[src/rtl/div_seq_if.sv]
// Handshake/result bundle for the sequential 8/4 restoring divider.
// master: drives init/A/B, reads results; slave: the divider side.
interface div_seq_if;
  logic       init;
  logic [7:0] A;
  logic [3:0] B;
  logic [7:0] quotient;
  logic [3:0] remainder;
  logic       done;
  logic       busy;
  logic       dz;

  modport master (
    output init, A, B,
    input  quotient, remainder, done, busy, dz
  );

  modport slave (
    input  init, A, B,
    output quotient, remainder, done, busy, dz
  );
endinterface

[src/rtl/div_seq.sv]
// Sequential restoring divider, 8-bit dividend / 4-bit divisor, 1 bit/clk.
// Ports: clk, rst (async active-low), bus (div_seq_if.slave).
module div_seq (
  input  logic       clk,
  input  logic       rst,
  div_seq_if.slave   bus
);

  localparam int N_A = 8;
  localparam int N_B = 4;

  typedef enum logic [1:0] {
    S_IDLE,
    S_LOAD,
    S_ITER,
    S_DONE
  } state_t;

  state_t         r_state;
  state_t         w_nxt;
  logic           r_init_q;
  logic [N_A-1:0] r_q;
  logic [N_B-1:0] r_d;
  logic [N_B:0]   r_r;
  logic [3:0]     r_cnt;
  logic [N_A-1:0] r_quot;
  logic [N_B-1:0] r_rem;
  logic           r_dz;

  logic           w_start;
  logic [N_B:0]   w_t;
  logic [N_B:0]   w_dx;
  logic           w_ge;
  logic [N_B:0]   w_r_nxt;
  logic [N_A-1:0] w_q_nxt;

  assign w_start = bus.init & ~r_init_q;

  // Trial value is 5 bits wide: it can reach 2*D-1.
  assign w_t     = {r_r[N_B-1:0], r_q[N_A-1]};
  assign w_dx    = {1'b0, r_d};
  assign w_ge    = (w_t >= w_dx);
  assign w_r_nxt = w_ge ? (w_t - w_dx) : w_t;
  assign w_q_nxt = {r_q[N_A-2:0], w_ge};

  always_comb begin
    w_nxt = r_state;
    unique case (r_state)
      S_IDLE: if (w_start) w_nxt = S_LOAD;
      S_LOAD: w_nxt = (bus.B == '0) ? S_DONE : S_ITER;
      S_ITER: if (r_cnt == 4'd1) w_nxt = S_DONE;
      S_DONE: w_nxt = S_IDLE;
      default: w_nxt = S_IDLE;
    endcase
  end

  always_ff @(posedge clk or negedge rst) begin
    if (!rst) begin
      r_state  <= S_IDLE;
      r_init_q <= 1'b0;
      r_q      <= '0;
      r_d      <= '0;
      r_r      <= '0;
      r_cnt    <= '0;
      r_quot   <= '0;
      r_rem    <= '0;
      r_dz     <= 1'b0;
    end else begin
      r_state  <= w_nxt;
      r_init_q <= bus.init;
      unique case (r_state)
        S_LOAD: begin
          if (bus.B == '0) begin
            r_quot <= '1;
            r_rem  <= '1;
            r_dz   <= 1'b1;
          end else begin
            r_q   <= bus.A;
            r_d   <= bus.B;
            r_r   <= '0;
            r_cnt <= 4'd8;
          end
        end
        S_ITER: begin
          r_q   <= w_q_nxt;
          r_r   <= w_r_nxt;
          r_cnt <= r_cnt - 4'd1;
          // Final iteration: publish results on the same edge.
          if (r_cnt == 4'd1) begin
            r_quot <= w_q_nxt;
            r_rem  <= w_r_nxt[N_B-1:0];
            r_dz   <= 1'b0;
          end
        end
        default: ;
      endcase
    end
  end

  assign bus.quotient  = r_quot;
  assign bus.remainder = r_rem;
  assign bus.dz        = r_dz;
  assign bus.done      = (r_state == S_DONE);
  assign bus.busy      = (r_state == S_LOAD) || (r_state == S_ITER);

endmodule
[src/flat_wrapper.sv]
// flat-port wrapper written by rule: the top's interface ports become plain ports
module div_seq_flat 
  (clk, rst, bus_init, bus_A, bus_B, bus_quotient, bus_remainder, bus_done, bus_busy, bus_dz);
  div_seq_if bus_i ();
  input  logic clk;
  input  logic rst;
  input wire logic [$bits(bus_i.init)-1:0] bus_init;
  input wire logic [$bits(bus_i.A)-1:0] bus_A;
  input wire logic [$bits(bus_i.B)-1:0] bus_B;
  output wire logic [$bits(bus_i.quotient)-1:0] bus_quotient;
  output wire logic [$bits(bus_i.remainder)-1:0] bus_remainder;
  output wire logic [$bits(bus_i.done)-1:0] bus_done;
  output wire logic [$bits(bus_i.busy)-1:0] bus_busy;
  output wire logic [$bits(bus_i.dz)-1:0] bus_dz;
  assign bus_i.init = bus_init;
  assign bus_i.A = bus_A;
  assign bus_i.B = bus_B;
  assign bus_quotient = bus_i.quotient;
  assign bus_remainder = bus_i.remainder;
  assign bus_done = bus_i.done;
  assign bus_busy = bus_i.busy;
  assign bus_dz = bus_i.dz;
  div_seq u_core (.clk(clk), .rst(rst), .bus(bus_i));
endmodule
[config.mk]
export PLATFORM = sky130hd
export DESIGN_NAME = div_seq_flat
export DESIGN_NICKNAME = d
export VERILOG_FILES = /design/src/rtl/div_seq_if.sv /design/src/rtl/div_seq.sv /design/src/flat_wrapper.sv
export SDC_FILE = /design/constraint.sdc
export NUM_CORES = 1
export LEC_CHECK = 0
export CAP_MARGIN = 20
export CORE_MARGIN = 3
export CORE_UTILIZATION = 57
export DETAILED_ROUTE_END_ITERATION = 8
export GPL_ROUTABILITY_DRIVEN = 0
export PLACE_DENSITY_LB_ADDON = 0.12
export SYNTH_ARGS = -nofsm -noshare
export SYNTH_HDL_FRONTEND = slang
export SYNTH_SLANG_ARGS = --single-unit
[constraint.sdc]
create_clock -name clk -period 5.35 [get_ports clk]
set_input_delay 1.605 -clock clk [delete_from_list [all_inputs] [get_ports clk]]
set_output_delay 1.605 -clock clk [all_outputs]
set_load 0.005 [all_outputs]
# --- Yosys cells after proc, flatten, opt, wreduce, memory -nomap -nowiden ---
# Index checks and enable logic that the tools add are counted.
totals:
  out_inout_bits: 15
  input_bits: 15
  word_cells: 51
  register_bits: 36
op_classes:
  bitwise_logic: 3
  n_addsub: 2
  reduce_logical: 8
  n_eq_ne: 8
  muxes: 20
  magnitude_cmp: 1
ops:
  columns: ["operator", "count"]
  rows:
  - ["$pmux W8 S2", 2]
  - ["$mux W8", 3]
  - ["$pmux W4 S2", 3]
  - ["$mux W4", 5]
  - ["$pmux W2 S4", 1]
  - ["$ne A2 B1 Y1 const B", 3]
  - ["$reduce_and A2 Y1", 3]
  - ["$ge A5 B4 Y1", 1]
  - ["$eq A2 B2 Y1 const B", 2]
  - ["$eq A4 B1 Y1 const B", 1]
  - ["$logic_not A4 Y1", 1]
  - ["$mux W2", 2]
  - ["$sub A4 B1 Y4 const B", 1]
  - ["$sub A4 B4 Y4", 1]
  - ["$mux W1", 3]
  - ["$reduce_and A3 Y1", 1]
  - ["$eq A2 B1 Y1 const B", 1]
  - ["$logic_not A2 Y1", 1]
  - ["$ne A2 B2 Y1 const B", 1]
  - ["$not A1 Y1", 2]
  - ["$pmux W1 S2", 1]
  - ["$reduce_bool A2 Y1", 1]
  - ["$and A1 B1 Y1", 1]
  - ["$logic_or A1 B1 Y1", 1]

# --- Longest topological paths before layout ---
# Gate-level depths: netlist of the first run.
logic_depth:
  word_depth: 4
  depth_mapped: 9
  mapped_depth_nobuf: 7

# --- Worst setup path after synthesis of the first run ---
# OpenSTA, ideal clock, no wires.
synth_timing:
  path_kind: "input to register"
  startpoint: "input bus_B[1]"
  endpoint: "register u_core.r_quot[1], in the netlist u_core.bus.quotient[1]"
  slack_ns: 2.591
  setup_time_ns: 0.150
  required_ns: 5.200
  path_stages: 5
  t_arrival_ns: 2.609
  path_buffers: 1
  path_cell_list: "o41ai_4 > nand2_4 > nor2_8 > buf_6 > a31oi_2"
synth_between:
  elab_chain_len: 3
synth_lines:
  columns: ["element", "line", "rtl"]
  rows:
  - ["from (decl)", "flat_wrapper.sv:9", "input wire logic [$bits(bus_i.B)-1:0] bus_B;"]
  - ["$logic_not A4 Y1", "div_seq.sv:73", "if (bus.B == '0) begin"]
  - ["$ne A2 B1 Y1 (no source line)", null, null]
  - ["$reduce_and A3 Y1 (no source line)", null, null]
  - ["to (signal assigned)", "div_seq.sv:90", "r_quot <= w_q_nxt;"]
  - ["to (decl)", "div_seq.sv:26", "logic [N_A-1:0] r_quot;"]
# Every way passes these cells.
# A chain may end at the register's enable or synchronous reset.

# --- Worst setup path in the final report of the first run ---
layout_timing:
  startpoint: "register u_core.r_state[0]"
  endpoint: "output bus_busy"
layout_between:
  elab_chain_len: 2
  elab_cells_between_ends: 3
  cone_classes: "2 x eq/ne; 1 x reduce/logical"
layout_lines:
  columns: ["element", "line", "rtl"]
  rows:
  - ["from (decl)", "div_seq.sv:19", "state_t r_state;"]
  - ["from (signal assigned)", "div_seq.sv:69", "r_state <= w_nxt;"]
  - ["$eq A2 B1 Y1 or $eq A2 B2 Y1 (tied branches)", "div_seq.sv:104", "assign bus.busy = (r_state == S_LOAD) || (r_state == S_ITER);"]
  - ["$logic_or A1 B1 Y1 *", "div_seq.sv:104", null]
  - ["to (decl)", "flat_wrapper.sv:13", "output wire logic [$bits(bus_i.busy)-1:0] bus_busy;"]
# Every way passes the cells marked *; elsewhere a longest branch is shown, timed or not.

==> results of run 1 <==
==> per-layer routing <==
metal  up-vias  global-route usage (%)  wire, um
met4         0                    10.5        73
met5         -                       0         0
met1       656                    22.5      1450
met2        42                    33.4      1750
li1        672                       -         -
met3         6                    4.10       189
==> Yosys cell counts, drive strengths merged <==
library cell	instances	share of area [%]
dfrtp	36	47
ha	10	6.6
inv	17	3.4
o21a	1	0.40
or2	1	0.33
a21boi	1	0.59
nor4	2	0.66
mux2	1	0.59
o21ai	19	5.0
buf	6	2.6
a31oi	12	6.6
fa	1	1.1
mux2i	9	4.7
nand2b	1	0.33
nor2b	1	0.33
nor2	22	6.3
a21oi	3	0.99
a211oi	3	1.2
a32oi	1	0.46
a21o	2	0.79
xor2	1	0.46
a22o	3	1.4
clkbuf	2	0.40
nand2	21	4.5
o41ai	1	1.4
o211a	1	0.53
xnor2	2	0.92
==> flip-flops by register name, summed over array words and instances, names as in the netlist <==
signal                count
u_core.bus.quotient       8
u_core.r_q                8
u_core.bus.remainder      4
u_core.r_cnt              4
u_core.r_d                4
u_core.r_r                4
u_core.r_state            2
u_core.bus.dz             1
u_core.r_init_q           1
==> metrics by stage <==
stage	util (%)	std cells	hold slack [ps]	cell area [um^2]
2_1_floorplan	-	180	442	1900
3_3_place_gp	70.4	247	468	2200
3_5_place_dp	70.4	247	467	2200
4_1_cts	72.5	254	492	2270
5_1_grt	72.5	254	517	2270
6_report	72.5	254	485	2270
==> where the power goes <==
group / internal [mW] / switching (mW)
registers: 0.388 / 0.0798
clock network: 0.0745 / 0.0854
logic: 0.348 / 0.462
total: 0.810 / 0.627
==> kinds of logic after synthesis <==
logic type / count (synthesis)
AO/OA/AOI/OAI: 47
XOR/XNOR: 3
adder cells (fa/ha/maj): 11
buffers and inverters: 25
flip-flops: 36
multiplexers: 10
AND/OR/NAND/NOR: 48
==> path summary, 6_finish.rpt <==
check                                                   start                                   to  slack, ps  cells past startpoint
worst min-delay path                u_core.r_d[3]$_DFFE_PN0P_            u_core.r_d[3]$_DFFE_PN0P_        480                      2
max in group asynchronous                                 rst  u_core.bus.remainder[1]$_DFFE_PN0P_       3380                      2
worst max-delay path            u_core.r_state[0]$_DFFE_PN0P_                             bus_busy       2020                      3
worst min register to register      u_core.r_d[3]$_DFFE_PN0P_            u_core.r_d[3]$_DFFE_PN0P_        480                      2
worst max register to register  u_core.r_state[0]$_DFFE_PN0P_          u_core.r_cnt[3]$_DFFE_PN0P_       3070                      8
min in group asynchronous                                 rst   u_core.bus.quotient[3]$_DFFE_PN0P_       1660                      2
==> final cells by class <==
| cell class | instances | share of cell area (%) |
|---|---|---|
| timing repair buffer | 31 | 13.5 |
| inverter | 17 | 2.81 |
| tap | 44 | 2.43 |
| sequential | 36 | 39.7 |
| clock buffer | 7 | 2.87 |
| multi-input combinational | 119 | 38.7 |
==> placed cells by master, fill, tap and decap left out <==
cell,netlist,routed
sky130_fd_sc_hd__a21oi_1,2,2
sky130_fd_sc_hd__nor2b_1,1,1
sky130_fd_sc_hd__a211oi_1,3,3
sky130_fd_sc_hd__a31oi_1,4,4
sky130_fd_sc_hd__buf_4,0,2
sky130_fd_sc_hd__nand2_1,20,20
sky130_fd_sc_hd__xor2_1,1,1
sky130_fd_sc_hd__nand2b_1,1,1
sky130_fd_sc_hd__clkdlybuf4s50_1,0,29
sky130_fd_sc_hd__dfrtp_1,36,36
sky130_fd_sc_hd__nor2_8,1,1
sky130_fd_sc_hd__a31oi_2,8,8
sky130_fd_sc_hd__clkbuf_4,0,5
sky130_fd_sc_hd__nor2_2,8,8
sky130_fd_sc_hd__inv_1,17,17
sky130_fd_sc_hd__a32oi_1,1,1
sky130_fd_sc_hd__o21ai_1,2,2
sky130_fd_sc_hd__fa_1,1,1
sky130_fd_sc_hd__or2_2,1,1
sky130_fd_sc_hd__clkbuf_8,0,2
sky130_fd_sc_hd__ha_1,10,10
sky130_fd_sc_hd__o21ai_0,17,17
sky130_fd_sc_hd__o21a_1,1,1
sky130_fd_sc_hd__nand2_4,1,1
sky130_fd_sc_hd__nor4_1,2,2
sky130_fd_sc_hd__o41ai_4,1,1
sky130_fd_sc_hd__mux2i_1,9,9
sky130_fd_sc_hd__a21boi_2,1,1
sky130_fd_sc_hd__a21oi_2,1,1
sky130_fd_sc_hd__a21o_1,2,2
sky130_fd_sc_hd__o211a_1,1,1
sky130_fd_sc_hd__mux2_2,1,1
sky130_fd_sc_hd__nor2_1,13,13
sky130_fd_sc_hd__xnor2_1,2,2
sky130_fd_sc_hd__a22o_1,3,3
==> worst min-delay path, cell delays in order (launching register included) <==
cell and delay (ps):
sky130_fd_sc_hd__dfrtp_1 350, sky130_fd_sc_hd__nand2_1 50, sky130_fd_sc_hd__nand2_1 50
==> flow_summary.rst, run 1 <==
.. list-table::
   :header-rows: 1

   * - Metric
     - Value
   * - Tmin final
     - 3330 ps
   * - Number of setup buffers added after CTS
     - 0
   * - Average wire length per cell after detail routing
     - 13.6 um
   * - DRT Pass-1 Iters
     - 4
   * - Buf/Inv on CP
     - 2
   * - Class of the most critical hold timing path
     - register to register
   * - Storage cell area
     - 901 um^2
   * - Slowest stage cell, crit path
     - sky130_fd_sc_hd__clkdlybuf4s50_1
   * - Die height
     - 63.7 um
   * - Setup slack after layout
     - 2020 ps
   * - Kind of cell with the highest combined delay on the critical path
     - buffers and inverters
   * - Crit share post-route
     - 62.3%
   * - Area of the mapped netlist
     - 1900 um^2
   * - Compound-cell area share of the yosys netlist
     - 19.4%
   * - Site row count
     - 20
   * - Number of DRC violations after detailed-routing iteration 0
     - 92
   * - Effective utilization at floorplan
     - 60.7%
   * - Global Route Usage Sum
     - 19.4%
   * - Ports
     - 30
   * - Post-synthesis simple-gate area fraction
     - 12.5%
   * - Number of buffers inserted during clock tree synthesis
     - 5
   * - Finish-stage setup viols
     - 0
   * - TritonCTS clock tree
     - yes
   * - Area of the die
     - 4060 um^2
   * - Syn_area_per_cell
     - 10.6 um^2
   * - Setup crit end kind
     - primary output
   * - Worst-case clock buffer depth
     - 2
   * - Setup repair after global routing missed its margin
     - no
   * - Area of the multi-input gates
     - 877 um^2
   * - TritonCTS Sinks
     - 36
   * - Initial antenna violation count
     - 0
   * - P&R area growth vs syn
     - 19.4%
   * - Residual DRC count
     - 0
   * - Standard cell core area
     - 3130 um^2
   * - Post-Place Setup Slack
     - 1700 ps
   * - Critical Path Source Type
     - register
   * - Slew Viols, Final
     - 0
   * - Series of cell instances along the critical path
     - inv_1 -> ha_1 -> clkdlybuf4s50_1
   * - CTS H-Tree Depth
     - 2
   * - Startpoint-to-endpoint class of the critical path
     - register to primary output
   * - Worst EP required
     - 3740 ps
   * - Synthesized instance count
     - 180
   * - Number of nets in the synthesized netlist
     - 206
   * - Main combinational cell family by area after synthesis
     - compound AO/OA/AOI/OAI gates
   * - Maximum number of pins on one net before global-route repair
     - 37
   * - Post-CTS sizing
     - 0
   * - Number of global-route vias before repair
     - 1355
   * - Share of synthesized area occupied by flip-flops and latches
     - 47.4%
   * - Number of warnings issued by yosys
     - 0
   * - Peak fanout along the critical path
     - 4
   * - Fraction of synthesized area in multiplexers
     - 5.34%
   * - Layout Skew
     - 5.88 ps
   * - Power Density
     - 634 nW/um^2
   * - Status
     - finished clean
   * - Share of post-route cells with drive strength above 1
     - 15.2%
   * - Maxcap violations
     - 0
   * - Input/output buffers
     - 29
   * - First-pass GRT wire length
     - 5980 um
   * - Final antenna-violating net count
     - 0
   * - Data arrival time of the worst path
     - 1730 ps
   * - Vias after detailed routing
     - 1376
   * - Horizontal die dimension
     - 63.7 um
   * - Number of register bits inferred by synthesis
     - 36
   * - Fill count
     - 255
   * - Clock root buffer
     - sky130_fd_sc_hd__clkbuf_4
   * - Skew-Pair Late Insertion Delay
     - 340 ps
   * - VDD IR max
     - 0.000525 V
   * - Total Neg Setup Slack
     - 0 ps
   * - Total leakage power
     - 0.981 nW
   * - Post-layout total power
     - 1.44 mW
   * - Detailed Route WL
     - 3470 um
   * - Netlist cell types
     - 36
   * - Area share of fa/ha/maj cells after synthesis
     - 7.64%
   * - Clock slew at reported path FFs
     - 100 ps
   * - Transition time at the pin with the least slew margin
     - 659 ps
   * - Worst relative slew slack
     - 56.1%
   * - Max Fclk
     - 0.300 GHz
   * - Final hold vios
     - 0
   * - Vias per cell
     - 5.42
   * - Diodes inserted
     - 0
   * - Highest cell delay on the worst timing path
     - 530 ps
   * - Final-stage net count
     - 236
   * - Global route overflow
     - 0
   * - Post-cts hold buffer count
     - 0
   * - Final HPWL DP
     - 2570 um
   * - Post-Synth XOR/XNOR Area
     - 1.38%
Note: power is estimated with default switching activity, not from simulation.
==> inputs of run 2 (changes only) <==
--- a/config.mk
+++ b/config.mk
@@ -7,7 +7,7 @@
 export LEC_CHECK = 0
 export CAP_MARGIN = 20
 export CORE_MARGIN = 3
-export CORE_UTILIZATION = 57
+export CORE_UTILIZATION = 53
 export DETAILED_ROUTE_END_ITERATION = 8
 export GPL_ROUTABILITY_DRIVEN = 0
 export PLACE_DENSITY_LB_ADDON = 0.12
==> constraint.sdc (replaced) <==
create_clock -name clk -period 3.4 [get_ports clk]
set_input_delay 1.02 -clock clk [delete_from_list [all_inputs] [get_ports clk]]
set_output_delay 1.02 -clock clk [all_outputs]
set_load 0.005 [all_outputs]
==> run 2 against run 1 <==
  * Via count shrank 0.87%
  * Global-route usage shrank 0.55 points
  * First-iteration DRC count rose by 43%
  * Largest power group unchanged
  * Final cell count grew 1.6%
  * Critical path depth stayed put
  * Final area grew 1.8%
==> flow_summary.rst, run 2 (synthesized netlist as in run 1, its figures left out) <==
.. list-table::
   :header-rows: 1

   * - Metric
     - Value
   * - Data arrival time of the worst path
     - 1720 ps
   * - Slew Viols, Final
     - 0
   * - Worst relative slew slack
     - 65.2%
   * - Kind of cell with the highest combined delay on the critical path
     - buffers and inverters
   * - Skew-Pair Late Insertion Delay
     - 340 ps
   * - Number of global-route vias before repair
     - 1360
   * - Effective utilization at floorplan
     - 56.0%
   * - Most used cells in the layout excluding fill and tap cells
     - sky130_fd_sc_hd__dfrtp_1 (36), sky130_fd_sc_hd__clkdlybuf4s50_1 (29), sky130_fd_sc_hd__nand2_1 (20), sky130_fd_sc_hd__inv_1 (17), sky130_fd_sc_hd__o21ai_0 (17)
   * - Horizontal die dimension
     - 65.9 um
   * - Post-layout total power
     - 2.37 mW
   * - Vias after detailed routing
     - 1364
   * - Max Fclk
     - 0.365 GHz
   * - Worst hold path depth
     - 2
   * - Finish-stage setup viols
     - 0
   * - Detailed Route WL
     - 3490 um
   * - Global route overflow
     - 0
   * - Final hold vios
     - 0
   * - Post-cts hold buffer count
     - 0
   * - Clock slew at reported path FFs
     - 100 ps
   * - Final-stage net count
     - 237
   * - Final HPWL DP
     - 2520 um
   * - Total Neg Setup Slack
     - 0 ps
   * - Share of post-route cells with drive strength above 1
     - 16.0%
   * - Slack of the worst reg-to-reg path
     - 1320 ps
   * - Fill count
     - 266
   * - Global Route Usage Sum
     - 18.9%
   * - DRT Pass-1 Iters
     - 4
   * - Startpoint-to-endpoint class of the critical path
     - register to primary output
   * - VDD IR max
     - 0.000616 V
   * - Number of DRC violations after detailed-routing iteration 0
     - 132
   * - Setup crit end kind
     - primary output
   * - Initial antenna violation count
     - 0
   * - Post-CTS sizing
     - 0
   * - Worst-case clock buffer depth
     - 2
   * - Diodes inserted
     - 0
   * - Vias per cell
     - 5.29
   * - TritonCTS Sinks
     - 36
   * - Average wire length per cell after detail routing
     - 13.5 um
   * - Status
     - finished clean
   * - Highest cell delay on the worst timing path
     - 530 ps
   * - Area of the die
     - 4340 um^2
   * - Buf/Inv on CP
     - 2
   * - Total leakage power
     - 1.00 nW
   * - Final antenna-violating net count
     - 0
   * - Maxcap violations
     - 0
   * - Layout Skew
     - 11.3 ps
   * - P&R area growth vs syn
     - 21.5%
   * - Standard cell core area
     - 3390 um^2
   * - Logic depth of the worst setup path including buffers
     - 3
   * - Class of the most critical hold timing path
     - register to register
   * - Input/output buffers
     - 29
   * - Post-Place Cell Area
     - 2210 um^2
   * - Clock root buffer
     - sky130_fd_sc_hd__clkbuf_4
   * - CTS H-Tree Depth
     - 2
   * - Critical Path Source Type
     - register
   * - Slowest stage cell, crit path
     - sky130_fd_sc_hd__clkdlybuf4s50_1
   * - Die height
     - 65.9 um
   * - Tmin final
     - 2740 ps
   * - Layout Cell Area excl Fill
     - 2310 um^2
   * - Most frequent standard cell in the layout excluding fill and tap cells
     - sky130_fd_sc_hd__dfrtp_1
   * - Maximum number of pins on one net before global-route repair
     - 37
   * - TritonCTS clock tree
     - yes
   * - Residual DRC count
     - 0
   * - Number of setup buffers added after CTS
     - 0
   * - Series of cell instances along the critical path
     - inv_1 -> ha_1 -> clkdlybuf4s50_1
   * - Power Density
     - 1030 nW/um^2
   * - Transition time at the pin with the least slew margin
     - 520 ps
   * - Ports
     - 30
   * - Crit share post-route
     - 80.5%
   * - Peak fanout along the critical path
     - 4
   * - Site row count
     - 21
   * - Setup repair after global routing missed its margin
     - no
   * - Number of buffers inserted during clock tree synthesis
     - 5
   * - First-pass GRT wire length
     - 6210 um
   * - Worst R2R Path Depth
     - 6
   * - Worst EP required
     - 2380 ps
==> run 2: cell types whose count changed in the layout (fill, tap and decap cells not counted) <==
cell                        previous run  this run
sky130_fd_sc_hd__bufinv_16             0         1
sky130_fd_sc_hd__buf_4                 2         3
==> run 2: where the power goes <==
part           internal, mW  switching (mW)  leakage (nW)
clock network         0.195           0.144        0.0515
registers             0.610           0.123         0.409
logic                 0.562           0.732         0.539
==> run 2: worst min-delay path, cell delays in order (launching register included) <==
cell	delay [ps]
sky130_fd_sc_hd__dfrtp_1	370
sky130_fd_sc_hd__nand2_1	50
sky130_fd_sc_hd__nand2_1	50
==> run 2: metal layers <==
metal | up-vias | part of all wire, % | global-route usage [%]
met1 | 650 | 45 | 23.1
met5 | - | 0 | 0
met4 | 0 | 1.4 | 6.22
li1 | 678 | - | -
met2 | 31 | 49 | 31.3
met3 | 5 | 4.8 | 6.12
==> run 2: final cells by class <==
class / instances / area (um^2) / share of cell area (%)
Tap cell: 46 / 57.6 / 2.49
Timing Repair Buffer: 32 / 313 / 13.6
Clock inverter: 1 / 30.0 / 1.30
Sequential cell: 36 / 901 / 39.0
Clock buffer: 7 / 65.1 / 2.82
Multi-Input combinational cell: 119 / 877 / 38.0
Inverter: 17 / 63.8 / 2.77
==> run 2: worst paths after layout <==
path                                          startpoint                   endpoint
max in group asynchronous                            rst  u_core.r_q[2]$_DFFE_PN0P_
hold reg to reg                u_core.r_d[3]$_DFFE_PN0P_  u_core.r_d[3]$_DFFE_PN0P_
hold / removal                 u_core.r_d[3]$_DFFE_PN0P_  u_core.r_d[3]$_DFFE_PN0P_
setup reg to reg               u_core.r_r[1]$_DFFE_PN0P_  u_core.r_r[1]$_DFFE_PN0P_
min in group asynchronous                            rst  u_core.r_q[1]$_DFFE_PN0P_
setup / recovery           u_core.r_state[0]$_DFFE_PN0P_                   bus_busy
==> run 2: metrics by stage <==
stage / setup slack (ps) / std cells / util [%] / hold slack (ps)
after global placement: 533 / 250 / 65.3 / 466
after global routing: 540 / 258 / 68.1 / 551
after detailed placement: 445 / 250 / 65.3 / 475
after CTS: 640 / 258 / 68.1 / 502
after floorplan: 1230 / 180 / - / 442
final: 663 / 258 / 68.1 / 496
==> inputs of run 3 (changes only) <==
==> constraint.sdc (replaced) <==
create_clock -name clk -period 2.69 [get_ports clk]
set_input_delay 0.807 -clock clk [delete_from_list [all_inputs] [get_ports clk]]
set_output_delay 0.807 -clock clk [all_outputs]
set_load 0.005 [all_outputs]
==> run 3 against run 2 <==
  * Worst hold slack got worse by 1.9 ps
  * First-iteration DRC count fell by 32%
  * Register-to-register slack got worse by 770 ps
  * Critical path depth did not move
  * Via count rose by 1.0%
  * Sequential cell count did not move
  * Clock skew fell by 2.2 ps
  * Setup slack got worse by 530 ps
  * Critical endpoint unchanged
  * Largest cell class unchanged
==> flow_summary.rst, run 3 (synthesized netlist as in run 1, its figures left out) <==
.. list-table::
   :header-rows: 1

   * - Metric
     - Value
   * - Status
     - finished clean
   * - Final hold vios
     - 0
   * - Vias after detailed routing
     - 1378
   * - Area of the die
     - 4340 um^2
   * - Final-stage net count
     - 240
   * - Combinational share of power
     - 52.9%
   * - Startpoint-to-endpoint class of the critical path
     - register to primary output
   * - Number of DRC violations after detailed-routing iteration 0
     - 90
   * - First-pass GRT wire length
     - 6480 um
   * - TritonCTS Sinks
     - 36
   * - VDD IR max
     - 0.000856 V
   * - Tmin final
     - 2560 ps
   * - Maxcap violations
     - 0
   * - Total leakage power
     - 1.03 nW
   * - Horizontal die dimension
     - 65.9 um
   * - DRT Pass-1 Iters
     - 4
   * - Share of post-route cells with drive strength above 1
     - 17.2%
   * - Slack of the worst reg-to-reg path
     - 550 ps
   * - Number of global-route vias before repair
     - 1385
   * - Max Fclk
     - 0.391 GHz
   * - Site row count
     - 21
   * - Final HPWL DP
     - 2750 um
   * - Switching power of the nets
     - 1.30 mW
   * - Finish-stage setup viols
     - 0
   * - Detailed Route WL
     - 3740 um
   * - Most used cells in the layout excluding fill and tap cells
     - sky130_fd_sc_hd__dfrtp_1 (36), sky130_fd_sc_hd__clkdlybuf4s50_1 (29), sky130_fd_sc_hd__nand2_1 (20), sky130_fd_sc_hd__inv_1 (17), sky130_fd_sc_hd__o21ai_0 (17)
   * - Input/output buffers
     - 29
   * - Slowest stage cell, crit path
     - sky130_fd_sc_hd__clkdlybuf4s50_1
   * - Peak fanout along the critical path
     - 4
   * - Worst-case clock buffer depth
     - 2
   * - CTS H-Tree Depth
     - 2
   * - Ports
     - 30
   * - Met1 wire length
     - 1620 um
   * - Worst relative slew slack
     - 69.3%
   * - TritonCTS clock tree
     - yes
   * - Worst EP required
     - 1880 ps
   * - Critical Path Source Type
     - register
   * - Clock slew at reported path FFs
     - 120 ps
   * - Kind of cell with the highest combined delay on the critical path
     - buffers and inverters
   * - P&R area growth vs syn
     - 24.4%
   * - Crit share post-route
     - 95.1%
   * - Setup repair after global routing missed its margin
     - no
   * - Sequential power share
     - 29.2%
   * - Buf/Inv on CP
     - 2
   * - Fill count
     - 267
   * - Transition time at the pin with the least slew margin
     - 461 ps
   * - Setup crit end kind
     - primary output
   * - Power Density
     - 1350 nW/um^2
   * - Initial antenna violation count
     - 0
   * - Residual DRC count
     - 0
   * - Worst hold path depth
     - 2
   * - Skew-Pair Late Insertion Delay
     - 350 ps
   * - Met3 wirelength from detailed routing
     - 176 um
   * - Total Neg Setup Slack
     - 0 ps
   * - Placed Cells
     - 253
   * - Maximum number of pins on one net before global-route repair
     - 37
   * - Highest routed metal layer
     - met4
   * - Standard cell core area
     - 3390 um^2
   * - Slew Viols, Final
     - 0
   * - Sw Share
     - 40.7%
   * - Vias per cell
     - 5.28
   * - Worst reg2reg path startpoint
     - u_core.r_r[1]$_DFFE_PN0P_
   * - Count of non-filler cells in the finished layout
     - 261
   * - Worst R2R Path Depth
     - 6
   * - Post-layout total power
     - 3.20 mW
   * - Effective utilization at floorplan
     - 56.0%
   * - Endpoint of the worst register-to-register path
     - u_core.bus.remainder[0]$_DFFE_PN0P_
   * - Share of power burned in the clock network
     - 17.9%
   * - Post-cts hold buffer count
     - 0
   * - Final antenna-violating net count
     - 0
   * - Highest cell delay on the worst timing path
     - 530 ps
   * - Most frequent standard cell in the layout excluding fill and tap cells
     - sky130_fd_sc_hd__dfrtp_1
   * - Die height
     - 65.9 um
   * - Wire length on met2
     - 1880 um
   * - Clock root buffer
     - sky130_fd_sc_hd__clkbuf_4
   * - Data arrival time of the worst path
     - 1750 ps
   * - Average wire length per cell after detail routing
     - 14.3 um
   * - Post-CTS sizing
     - 0
   * - Global Route Usage Sum
     - 20.0%
   * - Number of buffers inserted during clock tree synthesis
     - 5
   * - Cell internal power dissipation
     - 1.90 mW
   * - Launch instance of the worst min-delay path
     - u_core.r_r[3]$_DFFE_PN0P_
   * - Number of setup buffers added after CTS
     - 0
   * - Diodes inserted
     - 0
   * - Hold endpoint
     - u_core.r_r[3]$_DFFE_PN0P_
   * - Class of the most critical hold timing path
     - register to register
   * - Layout Skew
     - 9.05 ps
   * - Global route overflow
     - 0
   * - Series of cell instances along the critical path
     - inv_1 -> ha_1 -> clkdlybuf4s50_1
[run 3: power groups by stage]
stage	clock [mW]	combinational, mW	sequential (mW)
detailed placement	0	1.70	0.943
CTS	0.586	1.72	0.934
global route	0.615	1.90	0.958
floorplan	0	1.29	0.911
finish	0.573	1.69	0.934
global placement	0	1.61	0.933
[run 3: cell type report]
class | instances | area [um^2] | area share (%)
sequential | 36 | 901 | 38.1
multi-input combinational | 119 | 877 | 37.1
timing repair buffer | 35 | 335 | 14.2
clock inverter | 3 | 90.1 | 3.81
inverter | 17 | 63.8 | 2.70
tap | 46 | 57.6 | 2.44
clock buffer | 5 | 37.5 | 1.59
[run 3: through the flow]
step	utilization, %	setup WS, ps	hold WS (ps)	cell area, um^2
2_1_floorplan	-	729	442	1900
3_3_place_gp	65.9	196	456	2230
3_5_place_dp	65.9	110	469	2230
4_1_cts	69.7	104	497	2360
5_1_grt	69.7	61.3	533	2360
6_report	69.7	133	494	2360
[run 3: metal layers]
layer	track usage, %	vias up
met5	0	-
met4	7.77	0
met3	6.29	7
met2	33.0	28
met1	24.3	662
li1	-	681
[run 3: worst min-delay path, cell delays in order (launching register included)]
cell,delay (ps)
sky130_fd_sc_hd__dfrtp_1,360
sky130_fd_sc_hd__nand2_1,40
sky130_fd_sc_hd__o21ai_0,60
[run 3: worst max-delay path by stage]
stage / startpoint / endpoint / depth (start not counted)
after floorplan: bus_B[1] / u_core.bus.quotient[1]$_DFFE_PN0P_ / 5
after global placement: bus_B[1] / u_core.bus.quotient[2]$_DFFE_PN0P_ / 6
after detailed placement: bus_B[1] / u_core.bus.quotient[5]$_DFFE_PN0P_ / 6
after CTS: u_core.r_state[1]$_DFFE_PN0P_ / bus_busy / 3
after global routing: u_core.r_state[1]$_DFFE_PN0P_ / bus_busy / 3
final: u_core.r_state[0]$_DFFE_PN0P_ / bus_busy / 3
